--- src/rtl/fib_pkg.sv ---
// Shared types and constants for the Fibonacci-class sequence generator.
// Holds the controller state encoding and the reset seed values.
package fib_pkg;

    typedef enum logic [1:0] {
        ST_IDLE = 2'd0,
        ST_RUN  = 2'd1,
        ST_HALT = 2'd2
    } fib_state_e;

    localparam int FIB_RST_S0 = 0;
    localparam int FIB_RST_S1 = 1;

endpackage

--- src/rtl/fib_tick.sv ---
// Rate prescaler: counts 0..DIV-1 while enabled and fires a one-cycle tick
// on the last count, then wraps to 0.
// Ports: clk, rst (async, active-high), en (count enable),
//        clr (force count to 0, wins over en), tick (high on count DIV-1).
module fib_tick #(
    parameter int DIV = 50_000_000
) (
    input  logic clk,
    input  logic rst,
    input  logic en,
    input  logic clr,
    output logic tick
);

    // Keep at least one bit so DIV=1 still builds a legal counter.
    localparam int CW = (DIV > 1) ? $clog2(DIV) : 1;
    localparam logic [CW-1:0] LAST = CW'(DIV - 1);

    logic [CW-1:0] cnt_q;
    logic [CW-1:0] cnt_d;

    assign tick = en && (cnt_q == LAST);

    always_comb begin
        cnt_d = cnt_q;
        if (clr) begin
            cnt_d = '0;
        end else if (en) begin
            cnt_d = tick ? '0 : cnt_q + CW'(1);
        end
    end

    always_ff @(posedge clk or posedge rst) begin
        if (rst) begin
            cnt_q <= '0;
        end else begin
            cnt_q <= cnt_d;
        end
    end

endmodule

--- src/rtl/fib_gen.sv ---
// Fibonacci-class sequence generator with seeds, prescaled run mode,
// single step, term index and overflow report.
// Ports: clk, rst (async, active-high); load/start/stop/step pulses;
//        seed0/seed1 (sampled on load); value (current term), index
//        (advances since restart), upd (value-change pulse), running, ovf.
// Build option FIB_HALT_ON_OVF_EN: on carry, stop in HALT with sticky ovf
// instead of restarting from the latched seeds.
module fib_gen
    import fib_pkg::*;
#(
    parameter int WIDTH = 8,
    parameter int DIV   = 50_000_000,
    parameter int IDX_W = 8
) (
    input  logic             clk,
    input  logic             rst,
    input  logic             load,
    input  logic             start,
    input  logic             stop,
    input  logic             step,
    input  logic [WIDTH-1:0] seed0,
    input  logic [WIDTH-1:0] seed1,
    output logic [WIDTH-1:0] value,
    output logic [IDX_W-1:0] index,
    output logic             upd,
    output logic             running,
    output logic             ovf
);

    fib_state_e       state_q, state_d;
    logic [WIDTH-1:0] a_q, a_d;
    logic [WIDTH-1:0] b_q, b_d;
    logic [WIDTH-1:0] s0_q, s0_d;
    logic [WIDTH-1:0] s1_q, s1_d;
    logic [IDX_W-1:0] idx_q, idx_d;
    logic             last_q, last_d;
    logic             upd_q, upd_d;
    logic             ovf_q, ovf_d;
    logic             run_q;

    logic             run_en;
    logic             clr;
    logic             tick;
    logic             adv;
    logic [WIDTH:0]   sum;

    assign run_en = (state_q == ST_RUN);
    // One extra bit so the carry out of the term width is visible.
    assign sum    = {1'b0, a_q} + {1'b0, b_q};

    fib_tick #(
        .DIV (DIV)
    ) u_tick (
        .clk  (clk),
        .rst  (rst),
        .en   (run_en),
        .clr  (clr),
        .tick (tick)
    );

    always_comb begin
        state_d = state_q;
        a_d     = a_q;
        b_d     = b_q;
        s0_d    = s0_q;
        s1_d    = s1_q;
        idx_d   = idx_q;
        last_d  = last_q;
        upd_d   = 1'b0;
`ifdef FIB_HALT_ON_OVF_EN
        ovf_d   = ovf_q;
`else
        ovf_d   = 1'b0;
`endif
        clr     = 1'b0;
        adv     = 1'b0;

        if (load) begin
            s0_d    = seed0;
            s1_d    = seed1;
            a_d     = seed0;
            b_d     = seed1;
            idx_d   = '0;
            last_d  = 1'b0;
            ovf_d   = 1'b0;
            clr     = 1'b1;
            state_d = ST_IDLE;
            upd_d   = 1'b1;
        end else begin
            unique case (state_q)
                ST_IDLE: begin
                    // stop outranks start/step even though it is a no-op here
                    if (!stop) begin
                        if (start) begin
                            state_d = ST_RUN;
                            clr     = 1'b1;
                        end else if (step) begin
                            adv = 1'b1;
                        end
                    end
                end
                ST_RUN: begin
                    if (stop) begin
                        state_d = ST_IDLE;
                    end else if (tick) begin
                        adv = 1'b1;
                    end
                end
                ST_HALT: begin
                end
                default: begin
                    state_d = ST_IDLE;
                end
            endcase
        end

        if (adv) begin
            upd_d = 1'b1;
`ifdef FIB_HALT_ON_OVF_EN
            a_d   = b_q;
            b_d   = sum[WIDTH-1:0];
            idx_d = idx_q + IDX_W'(1);
            if (sum[WIDTH]) begin
                state_d = ST_HALT;
                ovf_d   = 1'b1;
            end
`else
            // b already holds a wrapped term: restart instead of showing it
            if (last_q) begin
                a_d    = s0_q;
                b_d    = s1_q;
                idx_d  = '0;
                last_d = 1'b0;
                ovf_d  = 1'b1;
            end else begin
                a_d    = b_q;
                b_d    = sum[WIDTH-1:0];
                idx_d  = idx_q + IDX_W'(1);
                last_d = sum[WIDTH];
            end
`endif
        end
    end

    always_ff @(posedge clk or posedge rst) begin
        if (rst) begin
            state_q <= ST_IDLE;
            a_q     <= WIDTH'(FIB_RST_S0);
            b_q     <= WIDTH'(FIB_RST_S1);
            s0_q    <= WIDTH'(FIB_RST_S0);
            s1_q    <= WIDTH'(FIB_RST_S1);
            idx_q   <= '0;
            last_q  <= 1'b0;
            upd_q   <= 1'b0;
            ovf_q   <= 1'b0;
            run_q   <= 1'b0;
        end else begin
            state_q <= state_d;
            a_q     <= a_d;
            b_q     <= b_d;
            s0_q    <= s0_d;
            s1_q    <= s1_d;
            idx_q   <= idx_d;
            last_q  <= last_d;
            upd_q   <= upd_d;
            ovf_q   <= ovf_d;
            run_q   <= (state_d == ST_RUN);
        end
    end

    assign value   = a_q;
    assign index   = idx_q;
    assign upd     = upd_q;
    assign running = run_q;
    assign ovf     = ovf_q;

endmodule

--- config.mk ---
export PLATFORM = sky130hd
export DESIGN_NAME = fib_gen
export DESIGN_NICKNAME = d
export VERILOG_FILES = /design/src/rtl/fib_pkg.sv /design/src/rtl/fib_tick.sv /design/src/rtl/fib_gen.sv
export SDC_FILE = /design/constraint.sdc
export NUM_CORES = 1
export LEC_CHECK = 0
export ABC_AREA = 1
export BUFFER_PORTS_ARGS = -buffer_cell sky130_fd_sc_hd__buf_2
export CAP_MARGIN = 5
export CORE_MARGIN = 3
export CORE_UTILIZATION = 35
export DETAILED_ROUTE_END_ITERATION = 8
export HOLD_SLACK_MARGIN = 0.08
export PLACE_DENSITY = 0.52
export SLEW_MARGIN = 5
export SYNTH_ARGS = -nofsm -noshare
export SYNTH_HDL_FRONTEND = slang
export SYNTH_SLANG_ARGS = --single-unit
export TNS_END_PERCENT = 30
--- constraint.sdc ---
create_clock -name clk -period 4.1 [get_ports clk]
set_clock_uncertainty 0.15 [all_clocks]
set_input_delay 0.41 -clock clk [delete_from_list [all_inputs] [get_ports clk]]
set_output_delay 0.41 -clock clk [all_outputs]
set_load 0.02 [all_outputs]
==> results of run 1 <==
[layout make-up]
cell class | count | area [µm²]
fillers | 1173 | 6690
multi-input cells | 416 | 2100
flip-flops and latches | 72 | 1800
clock buffers | 11 | 253
repair buffers | 41 | 208
inverters | 48 | 180
well taps | 143 | 179
clock inverters | 5 | 103
[layer usage]
| layer | GRT usage (%) | vias to the layer above | routed length, µm |
|---|---|---|---|
| li1 | - | 1821 | - |
| met1 | 23.4 | 1645 | 5040 |
| met2 | 24.6 | 63 | 4340 |
| met5 | 0 | - | 0 |
| met3 | 3.16 | 10 | 413 |
| met4 | 5.56 | 0 | 125 |
[final timing paths]
check                                   endpoint             from  depth (start not counted)  slack (ps)
worst max-delay path                      b_q[4]  u_tick.cnt_q[0]                         12        1700
worst min-delay path                  state_q[0]             stop                          2         130
worst max register to register            b_q[4]  u_tick.cnt_q[0]                         12        1700
worst min register to register           s1_q[0]          s1_q[0]                          2         310
max in group asynchronous               value[3]              rst                          3        2740
min in group asynchronous       u_tick.cnt_q[21]              rst                          2         140
[where the power goes]
part           internal [mW]  switching, mW
logic                 0.0922          0.172
clock network          0.627          0.307
registers              0.748         0.0292
[cell families after synthesis]
family	count (synthesis)	share of synthesized area [%]
xor+xnor	16	3.36
flops	72	43.2
fa+ha+maj	11	3.48
simple gates	327	33.7
mux	8	1.92
buf+inv	64	6.51
compound gates	54	7.80
[per-stage QoR]
| step | util (%) | power [mW] | setup slack, ps | cell area [µm²] |
|---|---|---|---|---|
| 5_1_grt | 41.9 | 2.08 | 1400 | 4820 |
| 3_3_place_gp | 38.8 | 1.05 | 1480 | 4470 |
| 6_report | 41.9 | 1.97 | 1700 | 4820 |
| 2_1_floorplan | - | 0.983 | 1720 | 4170 |
| 4_1_cts | 41.9 | 2.00 | 1660 | 4820 |
| 3_5_place_dp | 38.8 | 1.06 | 1480 | 4470 |
[flip-flops by register name, summed over array words and instances, names as in the netlist, 2 cells and up]
name and cells:
state_q 2, s0_q 8, value 8, index 8, u_tick.cnt_q 26, b_q 8
s1_q 8
[placed cells by master, fill, tap and decap left out, types with 2 or more instances in the layout]
cell type                   count
sky130_fd_sc_hd__nand3b_1       3
sky130_fd_sc_hd__nor3_4         2
sky130_fd_sc_hd__ha_1          10
sky130_fd_sc_hd__a21oi_1       13
sky130_fd_sc_hd__xor2_1        14
sky130_fd_sc_hd__clkbuf_16      9
sky130_fd_sc_hd__o21ai_1        5
sky130_fd_sc_hd__inv_2          3
sky130_fd_sc_hd__nor3_1        10
sky130_fd_sc_hd__or2_2          2
sky130_fd_sc_hd__inv_1         45
sky130_fd_sc_hd__buf_2         40
sky130_fd_sc_hd__o21ai_0       19
sky130_fd_sc_hd__nand2_4        2
sky130_fd_sc_hd__bufinv_16      3
sky130_fd_sc_hd__o22ai_1        3
sky130_fd_sc_hd__nand2_2        5
sky130_fd_sc_hd__xnor2_1        2
sky130_fd_sc_hd__nand2_1      214
sky130_fd_sc_hd__nand4_1        8
sky130_fd_sc_hd__clkbuf_8       2
sky130_fd_sc_hd__dfrtp_1       70
sky130_fd_sc_hd__nor2_1        49
sky130_fd_sc_hd__mux2i_1        8
sky130_fd_sc_hd__and3_1         2
sky130_fd_sc_hd__nand3_1       26
sky130_fd_sc_hd__o21ai_2       10
sky130_fd_sc_hd__dfstp_2        2
[critical path, cell delays in order (launching register included)]
cell and delay (ps):
sky130_fd_sc_hd__dfrtp_1 380, sky130_fd_sc_hd__ha_1 250, sky130_fd_sc_hd__nand3_1 120, sky130_fd_sc_hd__inv_1 90, sky130_fd_sc_hd__nand2_1 60, sky130_fd_sc_hd__nor2_2 100, sky130_fd_sc_hd__nand2_2 80, sky130_fd_sc_hd__nand2_4 90
sky130_fd_sc_hd__nand2_4 70, sky130_fd_sc_hd__nand2_2 390, sky130_fd_sc_hd__inv_2 320, sky130_fd_sc_hd__nand2_1 130, sky130_fd_sc_hd__nand2_1 60
==> results.txt, run 1 <==
The run finished with clean final reports. Once the floorplan was initialized, standard cells occupied 36.2% of the core. The core area is 11500 µm².

The number of cell rows is 39. Setup repair after global routing left no endpoint under its margin. In the post-synthesis netlist, the biggest area contributors are sky130_fd_sc_hd__dfrtp_1, sky130_fd_sc_hd__nand2_1, sky130_fd_sc_hd__nor2_1. The most frequent cell after synthesis is sky130_fd_sc_hd__nand2_1. The transition at the pin with the smallest max-transition slack came out at 944 ps. The aggregate negative setup slack is 0 ps. sky130_fd_sc_hd__dfrtp_1 takes more of the synthesized area than any other cell. The leakage power figure is 2.43 nW. The height of the die came out at 115 µm. The maximum clock rate is 417 MHz. The critical path startpoint category is a register. After synthesis, flip-flops and latches occupy 43.2% of the total area. The number of placed I/O pins is 41. The number of nets in the finished design came out at 621. The number of levels the H-tree was split into came out at 3. For this block, the via count after detailed routing is 3539.

Counting along the longest clock path gives a buffer depth of 2. The class of the most critical hold timing path is in2reg. Post-CTS timing repair inserted 0 buffers for setup. The global placement routability congestion is 0.849. VDD sags by at most 0.188 mV. The proportion of netlist area held by the largest area contributor came out at 42.0%. Relative to the synthesized area, the layout overhead comes to 15.6%. The final critical path takes up 58.6% of the cycle. The number of non-filler instances in the completed layout is 736. Sorting the synthesized cells by how often they occur yields sky130_fd_sc_hd__nand2_1, sky130_fd_sc_hd__dfrtp_1, sky130_fd_sc_hd__nor2_1. The share of cells above drive strength 1 came out at 14.8%. TritonCTS built the clock tree. Dividing the detail-routed wire length by the instance count gives 13.5 µm. The estimated wirelength of the detail-placed design is 6960 µm. Data arrives at the worst endpoint at 2470 ps. The required time at the worst-slack endpoint came out at 4170 ps. The iteration-0 DRC count of the detailed router is 272. Setup violations remaining at the end of the flow were counted as 0. The per-instance average area after synthesis came out at 7.56 µm².

The tree is rooted in a sky130_fd_sc_hd__clkbuf_16. The number of slew-limit violations in the final report came to 0. The detailed-routing iteration count for the pre-antenna-repair pass came out at 4.

The total power divided by cell area is 409 nW/µm². The clock slew at the register clock pins of the worst setup and hold paths came out at 60 ps. The worst hold slack after final layout came out at 125 ps. The synthesized cell area came out at 4170 µm². Clock tree synthesis inserted a total of 9 buffers. The peak fanout along the critical path is 22. The number of inserted diodes is 0. For this run the aggregate overflow at the end of global routing stands at 0. The floorplan step defined a die boundary enclosing 13300 µm². The sum of routed wire length over all layers is 9920 µm.

The max-cap violation count came out at 0. The initial antenna violation count is 0. The first-pass GRT wire length came out at 17100 µm. The most common flop cell mapped by yosys is sky130_fd_sc_hd__dfrtp_1. The gate count after technology mapping came out at 552. The Yosys step of the flow raised 0 warnings. The count of clock tree sinks is 72. The count of hold-fix buffers inserted at cts came out at 0. The count of buffers from port buffering came out at 40.

STA classifies the critical path endpoint as a register. The number of global-route vias before repair is 3435. Across every metal layer, demand over resource in global routing totals 16.3%.

The post-layout minimum cycle time is 2400 ps. The flip-flop and latch count after synthesis came out at 72. The worst setup path is of the reg2reg kind. The normalized max-slew margin came out at 36.9%. In the synthesized netlist the async set-or-reset flop fraction comes to 100%. The clock latency reported for the late side of the worst-skew pair came out at 340 ps. The floorplan step set the die width to 115 µm. The number of hold violations in the final report came out at 0. The via density per instance is 4.81.

Gates resized during post-CTS repair numbered 0. The net count after synthesis came out at 585. The number of cells after detailed placement is 720. Once detail routing completed, the nets flagged for antenna violations numbered 0.

The pin count of the biggest net entering global routing is 46. After detailed routing, the number of remaining DRC violations is 0. The number of enable-type register cells in the synthesized netlist came out at 0.

The synthesized netlist contains 37 unique library cells.
Note: power is estimated with default switching activity, not from simulation.
==> run 2, diff against run 1 <==
- PLACE_DENSITY: 0.52 -> 0.54
- clock period: 4.1 -> 2 ns (I/O delays scaled with it)
==> run 2 against run 1 <==
Against the previous run:
- the flow now finishes with violations (negative setup slack)
- register-to-register slack got worse by 1800 ps
- largest cell class unchanged
- utilization is 4.4 points higher
- non-clock buffer count increased by 50
- largest power group unchanged
==> results.txt, run 2 (synthesis results as in run 1) <==
The maximum buffer depth of the clock tree is 2 (unchanged). The hold path endpoint is state_q[0]. The clock slew at the register clock pins of the worst setup and hold paths is 60 ps (about the same). The initial core utilization is 36.2% (unchanged).

Setup repair after global routing could not meet its margin everywhere. The library cell used most frequently in the layout, excluding fill and tap cells, is sky130_fd_sc_hd__nand2_1. The height of the die came out at 115 µm (unchanged). The global router's overall resource usage is 16.8% (+0.51 points). More flip-flops sit in one register than any other, and that register is u_tick.cnt_q. The pin count of the biggest net entering global routing came out at 35 (-24%). The post-layout worst setup margin came to -90.6 ps (-1790 ps). The run finished, with violations left. The number of nets in the finished design came out at 671 (+8.1%). The number of inserted diodes came out at 0 (unchanged).

The core area came out at 11500 µm² (unchanged). The first-pass GRT wire length came to 17600 µm (+3.0%). The critical path is of the reg2reg type. The final total power is 4.00 mW (+100%). The required time at the worst-slack endpoint came out at 2090 ps (-2080 ps). The final reports fail on negative setup slack. The count of buffers from port buffering is 40 (unchanged). The number of placed I/O pins came to 41 (unchanged). The count of nets left with antenna violations after detail routing is 0 (unchanged). The top cell family by delay on the critical path is simple AND/OR/NAND/NOR gates. The transition at the pin with the smallest max-transition slack came out at 610 ps (-334 ps). The peak fanout along the critical path is 3 (-86%). The minimum setup slack among reg-to-reg paths is -90 ps (-1790 ps).

The cell count of the worst reg-to-reg path came out at 14 (+2). The slowest stage of the critical path belongs to the cell sky130_fd_sc_hd__dfstp_2. The routed length per instance was 13.1 µm (-2.6%). The tightest min-delay check is of the in2reg type. The total power divided by cell area is 751 nW/µm² (+83%). The number of levels the H-tree was split into was 3 (unchanged). The max-cap violation count came out at 0 (unchanged).

The detailed-routing iteration count for the pre-antenna-repair pass came out at 4 (unchanged). The synthesis-to-finish area growth is 27.7%. The via density per instance came out at 4.85 (+0.94%). The number of buffer and inverter stages on the critical path came out at 1 (-1).

The initial antenna violation count came to 0 (unchanged). The share of the clock period used by the worst path after layout is 105% (+46 points). The flip-flop count of the largest register, all copies and words added is 26 (unchanged). The number of non-filler instances in the completed layout came to 786 (+6.8%). The post-layout minimum cycle time came to 2090 ps (-310 ps).

TritonCTS built the clock tree. The number of global-route vias before repair is 3706 (+7.9%). The normalized max-slew margin came out at 59.2% (+22 points). The sequential cell area came to 1810 µm² (about the same). The number of cell rows came out at 39 (unchanged). The maximum clock rate came out at 478 MHz (+15%). The number of clock buffers inserted by TritonCTS came out at 9 (unchanged). The width of the die is 115 µm (unchanged).

The total number of vias came out at 3815 (+7.8%). The sum of routed wire length over all layers is 10300 µm (+4.0%). The aggregate global routing overflow is 0 (unchanged). The critical path data arrival time came out at 2180 ps (-290 ps). The worst setup path is captured at a register.

The worst register-to-register path begins at b_q[0]. The delay contributed by the slowest stage of the critical path is 550 ps (+160 ps). The global placement routability congestion is 0.866 (+1.9%). The count of endpoints failing setup in the final report was 4 (+4). The largest voltage drop on the vdd net came out at 0.529 mV (+180%).

The area of the multi-input gates was 2180 µm² (+4.1%). The die area came out at 13300 µm² (unchanged). The number of cells on the worst hold path came out at 3 (+1). The final routed DRC violation total is 0 (unchanged). The number of hold violations in the final report came out at 0 (unchanged). The number of filler instances in the final layout came out at 1156 (-1.4%). The number of cells after detailed placement is 745 (+3.5%). The worst setup path is launched from a register.

The number of slew-limit violations in the final report is 0 (unchanged). The iteration-0 DRC count of the detailed router was 193 (-29%). The estimated wirelength of the detail-placed design is 7350 µm (+5.6%). The tree is rooted in a sky130_fd_sc_hd__clkbuf_16. In the layout the commonest cells are sky130_fd_sc_hd__nand2_1, sky130_fd_sc_hd__dfrtp_1, sky130_fd_sc_hd__nor2_1. The library cell appearing most often on the critical path is sky130_fd_sc_hd__nand2_1.

The count of clock tree sinks is 72 (unchanged). The leakage power figure is 2.66 nW (+9.2%). In this run the most critical hold path is launched from start. The critical path goes through ha_4 > inv_2 > fa_2 > nand3b_1 > nand2_2 > nand2_2 > nand2_2 > nand2_2 > nand3_2 > nand2_1 > nand2_1 > nand2_1 > nand2_1 > nand2_1. The clock latency reported for the late side of the worst-skew pair came out at 340 ps (about the same). The endpoint identified for the worst register-to-register timing path is b_q[6]. The share of cells above drive strength 1 is 21.6% (+6.8 points).
==> run 2: cell types whose count changed in the layout (fill, tap and decap cells not counted), moves of 2 or more <==
cell and change:
sky130_fd_sc_hd__a21oi_1 -2, sky130_fd_sc_hd__a21oi_2 +2, sky130_fd_sc_hd__buf_12 +2, sky130_fd_sc_hd__buf_4 +29, sky130_fd_sc_hd__clkbuf_8 -2, sky130_fd_sc_hd__dlygate4sd3_1 +19, sky130_fd_sc_hd__ha_1 -3, sky130_fd_sc_hd__ha_4 +2
sky130_fd_sc_hd__nand2_1 -7, sky130_fd_sc_hd__nand2_2 +7, sky130_fd_sc_hd__nand3_1 -4, sky130_fd_sc_hd__nand3_2 +4, sky130_fd_sc_hd__o21ai_0 -3, sky130_fd_sc_hd__o21ai_1 +3
==> run 2: worst min-delay path, stage by stage <==
cell and delay, ps:
sky130_fd_sc_hd__buf_2 130, sky130_fd_sc_hd__o21ai_0 110, sky130_fd_sc_hd__nor3_1 130
==> run 2: per-stage QoR <==
stage / cell area, µm² / util (%) / hold WS [ps] / TNS [ps] / setup WS, ps
after floorplan: 4180 / - / 121 / -39.0 / -39.0
after global placement: 4680 / 40.7 / 157 / -219 / -133
after detailed placement: 4680 / 40.7 / 163 / -327 / -160
after CTS: 5220 / 45.3 / 109 / -64.0 / -64.0
after global routing: 5330 / 46.3 / 161 / -1180 / -281
final: 5330 / 46.3 / 139 / -180 / -90.6
==> run 2: area by class of cell <==
type / count / area share [%]
Timing Repair Buffer: 91 / 12.3
Clock inverter: 7 / 1.78
Multi-Input combinational cell: 416 / 41.0
Sequential cell: 72 / 33.9
Clock buffer: 9 / 4.23
Tap cell: 143 / 3.36
Inverter: 48 / 3.50
==> run 2: repair_timing <==
action                                  4_1_cts  5_1_grt
hold buffers                                 19        0
pin swaps                                     4        7
endpoints found under the hold margin        59        0
setup buffers                                 1        5
resized for setup                             4       22
endpoints found under the setup margin       11       30
==> run 2: layer usage <==
metal / vias to the layer above / global-route usage (%) / wire, µm / share of wire (%)
met3: 18 / 3.42 / 403 / 3.9
li1: 1927 / - / - / -
met4: 0 / 6.57 / 195 / 1.9
met5: - / 0 / 0 / 0
met2: 67 / 26.4 / 4630 / 45
met1: 1803 / 22.8 / 5080 / 49
==> run 2: worst max-delay path by stage <==
| stage | startpoint | end | depth (start not counted) |
|---|---|---|---|
| 2_1_floorplan | b_q[0] | b_q[6] | 14 |
| 3_3_place_gp | b_q[0] | b_q[6] | 14 |
| 3_5_place_dp | b_q[0] | b_q[6] | 14 |
| 4_1_cts | b_q[0] | b_q[6] | 14 |
| 5_1_grt | b_q[0] | b_q[6] | 14 |
| 6_report | b_q[0] | b_q[6] | 14 |
==> run 2: report_power, final <==
group | switching (mW) | total, mW | leakage, nW | internal [mW]
clock | 0.650 | 1.74 | 0.156 | 1.09
sequential | 0.0568 | 1.59 | 0.939 | 1.53
combinational | 0.392 | 0.672 | 1.56 | 0.279
==> run 3, diff against run 2 <==
- RECOVER_POWER: unset -> 25
==> run 3 against run 2 <==
Against the previous run:
- fmax is essentially flat
- first-iteration DRC count shrank 4.7%
- critical endpoint unchanged
- sequential power barely moved
- the flow still finishes with violations (negative setup slack)
- worst setup slack barely moved
- combinational power decreased by 0.9%
- critical path depth stayed put
- cell count unchanged
- highest routed layer unchanged
==> results.txt, run 3 (synthesis results as in run 1) <==
The run finished, with violations left. The checks that failed: negative setup slack. The worst setup path is launched from a register.

The total number of vias came out at 3824 (+0.24%). The total power divided by cell area is 752 nW/µm² (about the same). TritonCTS built the clock tree. Among all stages on the critical path, the largest delay is contributed by sky130_fd_sc_hd__dfstp_2. The area growth from synthesis to layout is 27.3%. The tightest min-delay check is of the in2reg type. The final total power is 4.00 mW (-0.22%). The critical path data arrival time came to 2170 ps (about the same). The aggregate global routing overflow is 0 (unchanged). The number of levels the H-tree was split into came to 3 (unchanged). The clock latency reported for the late side of the worst-skew pair came out at 340 ps (about the same). The global placement routability congestion came out at 0.866 (unchanged). The first-pass GRT wire length came out at 17600 µm (unchanged).

The library cell used most frequently in the layout, excluding fill and tap cells, is sky130_fd_sc_hd__nand2_1. The clock slew at the register clock pins of the worst setup and hold paths is 60 ps (about the same). The worst hold slack after final layout came out at 139 ps (-0.0280 ps). The number of inserted diodes came out at 0 (unchanged). The count of clock tree sinks is 72 (unchanged). The count of nets left with antenna violations after detail routing came to 0 (unchanged). The number of cell rows was 39 (unchanged). The initial core utilization is 36.2% (unchanged). The routed length per instance came out at 13.1 µm (about the same). The transition at the pin with the smallest max-transition slack came out at 1240 ps (+632 ps).

The number of global-route vias before repair is 3706 (unchanged). The delay contributed by the slowest stage of the critical path was 550 ps (about the same). The post-layout minimum cycle time is 2090 ps (-0.413 ps). The max-cap violation count is 0 (unchanged).

The worst setup path is captured at a register. The aggregate negative setup slack is -183 ps (-3.26 ps). The maximum buffer depth of the clock tree is 2 (unchanged). In the layout the commonest cells are sky130_fd_sc_hd__nand2_1, sky130_fd_sc_hd__dfrtp_1, sky130_fd_sc_hd__nor2_1.

Setup repair after global routing could not meet its margin everywhere. The post-layout worst setup margin is -90.2 ps (+0.413 ps). The detailed-routing iteration count for the pre-antenna-repair pass is 5 (+1). The number of filler instances in the final layout is 1160 (+0.35%). The pin count of the biggest net entering global routing is 35 (unchanged).

The signal on the critical path passes through ha_4 > inv_2 > fa_2 > nand3b_1 > nand2_2 > nand2_2 > nand2_2 > nand2_2 > nand3_2 > nand2_1 > nand2_1 > nand2_1 > nand2_1 > nand2_1. The number of slew-limit violations in the final report was 0 (unchanged). The type of the setup path with the least slack is reg2reg.

The leakage power figure is 2.62 nW (-1.5%). The final routed DRC violation total is 0 (unchanged). The number of buffer and inverter stages on the critical path is 1 (unchanged). The count of buffers from port buffering is 40 (unchanged). The core area is 11500 µm² (unchanged). The height of the die came to 115 µm (unchanged). The die area came out at 13300 µm² (unchanged).

The sum of routed wire length over all layers was 10300 µm (about the same). The number of placed I/O pins came to 41 (unchanged). The largest voltage drop on the vdd net came out at 0.530 mV (+0.17%). Among cell families on the critical path, the largest total delay comes from simple AND/OR/NAND/NOR gates. The peak fanout along the critical path came out at 3 (unchanged). The share of the clock period used by the worst path after layout came to 105% (about the same). The via density per instance is 4.87 (+0.24%). The initial antenna violation count is 0 (unchanged). The number of hold violations in the final report was 0 (unchanged). The normalized max-slew margin is 16.7% (-42 points). The flip-flop count of the largest register, all copies and words added was 26 (unchanged). The maximum clock rate was 478 MHz (about the same).

The required time at the worst-slack endpoint is 2080 ps (about the same). Clock tree synthesis selected as its root buffer the cell sky130_fd_sc_hd__clkbuf_16. The post-layout utilization of the core is 46.1% (-0.14 points). The iteration-0 DRC count of the detailed router was 184 (-4.7%).

The share of cells above drive strength 1 came out at 19.9% (-1.7 points). The width of the die came to 115 µm (unchanged). The global router's overall resource usage was 16.8% (unchanged). The estimated wirelength of the detail-placed design is 7350 µm (unchanged). The number of nets in the finished design came to 671 (unchanged). The library cell appearing most often on the critical path is sky130_fd_sc_hd__nand2_1. u_tick.cnt_q holds more flip-flops than any other register. The count of endpoints failing setup in the final report came out at 4 (unchanged). The worst slack at placement came out at -160 ps (unchanged). The number of clock buffers inserted by TritonCTS came out at 9 (unchanged).
-- run 3: path summary, 6_finish.rpt --
path	cells past startpoint	start	end	slack, ps
min in group asynchronous	3	rst	upd	490
hold / removal	3	start	state_q[0]	140
setup reg to reg	14	b_q[0]	b_q[6]	-90
setup / recovery	14	b_q[0]	b_q[6]	-90
hold reg to reg	2	s1_q[0]	s1_q[0]	310
max in group asynchronous	4	rst	index[3]	430
-- run 3: cell type report --
cell class	instances	area, µm²	area share [%]
tap	143	179	3.37
timing repair buffer	91	642	12.1
sequential	72	1810	34.0
clock buffer	9	225	4.24
inverter	48	184	3.46
multi-input combinational	416	2180	41.1
clock inverter	7	95.1	1.79
-- run 3: power breakdown --
part	internal, mW	switching, mW	total, mW
Combinational	0.276	0.391	0.666
Clock	1.09	0.647	1.74
Sequential	1.53	0.0567	1.59
-- run 3: metal layers --
layer  wire length [µm]  vias up  global-route usage, %
met5                  0        -                      0
met4                195        0                   6.57
li1                   -     1931                      -
met2               4660       72                   26.4
met1               5040     1803                   22.8
met3                415       18                   3.42
-- run 3: stage by stage --
| stage | instance area (µm²) | cells |
|---|---|---|
| 2_1_floorplan | 4180 | 552 |
| 3_3_place_gp | 4680 | 745 |
| 3_5_place_dp | 4680 | 745 |
| 4_1_cts | 5220 | 781 |
| 5_1_grt | 5310 | 786 |
| 6_report | 5310 | 786 |
-- run 3: repair_timing --
action	in CTS	in global routing
hold buffers	19	0
resized for setup	4	22
setup endpoints to repair	11	30
setup buffers	1	5
pin swaps	4	7
endpoints found under the hold margin	59	0
-- run 3: tightest hold or removal path, cell delays in order --
cell and delay, ps:
sky130_fd_sc_hd__buf_2 130, sky130_fd_sc_hd__o21ai_0 110, sky130_fd_sc_hd__nor3_1 130
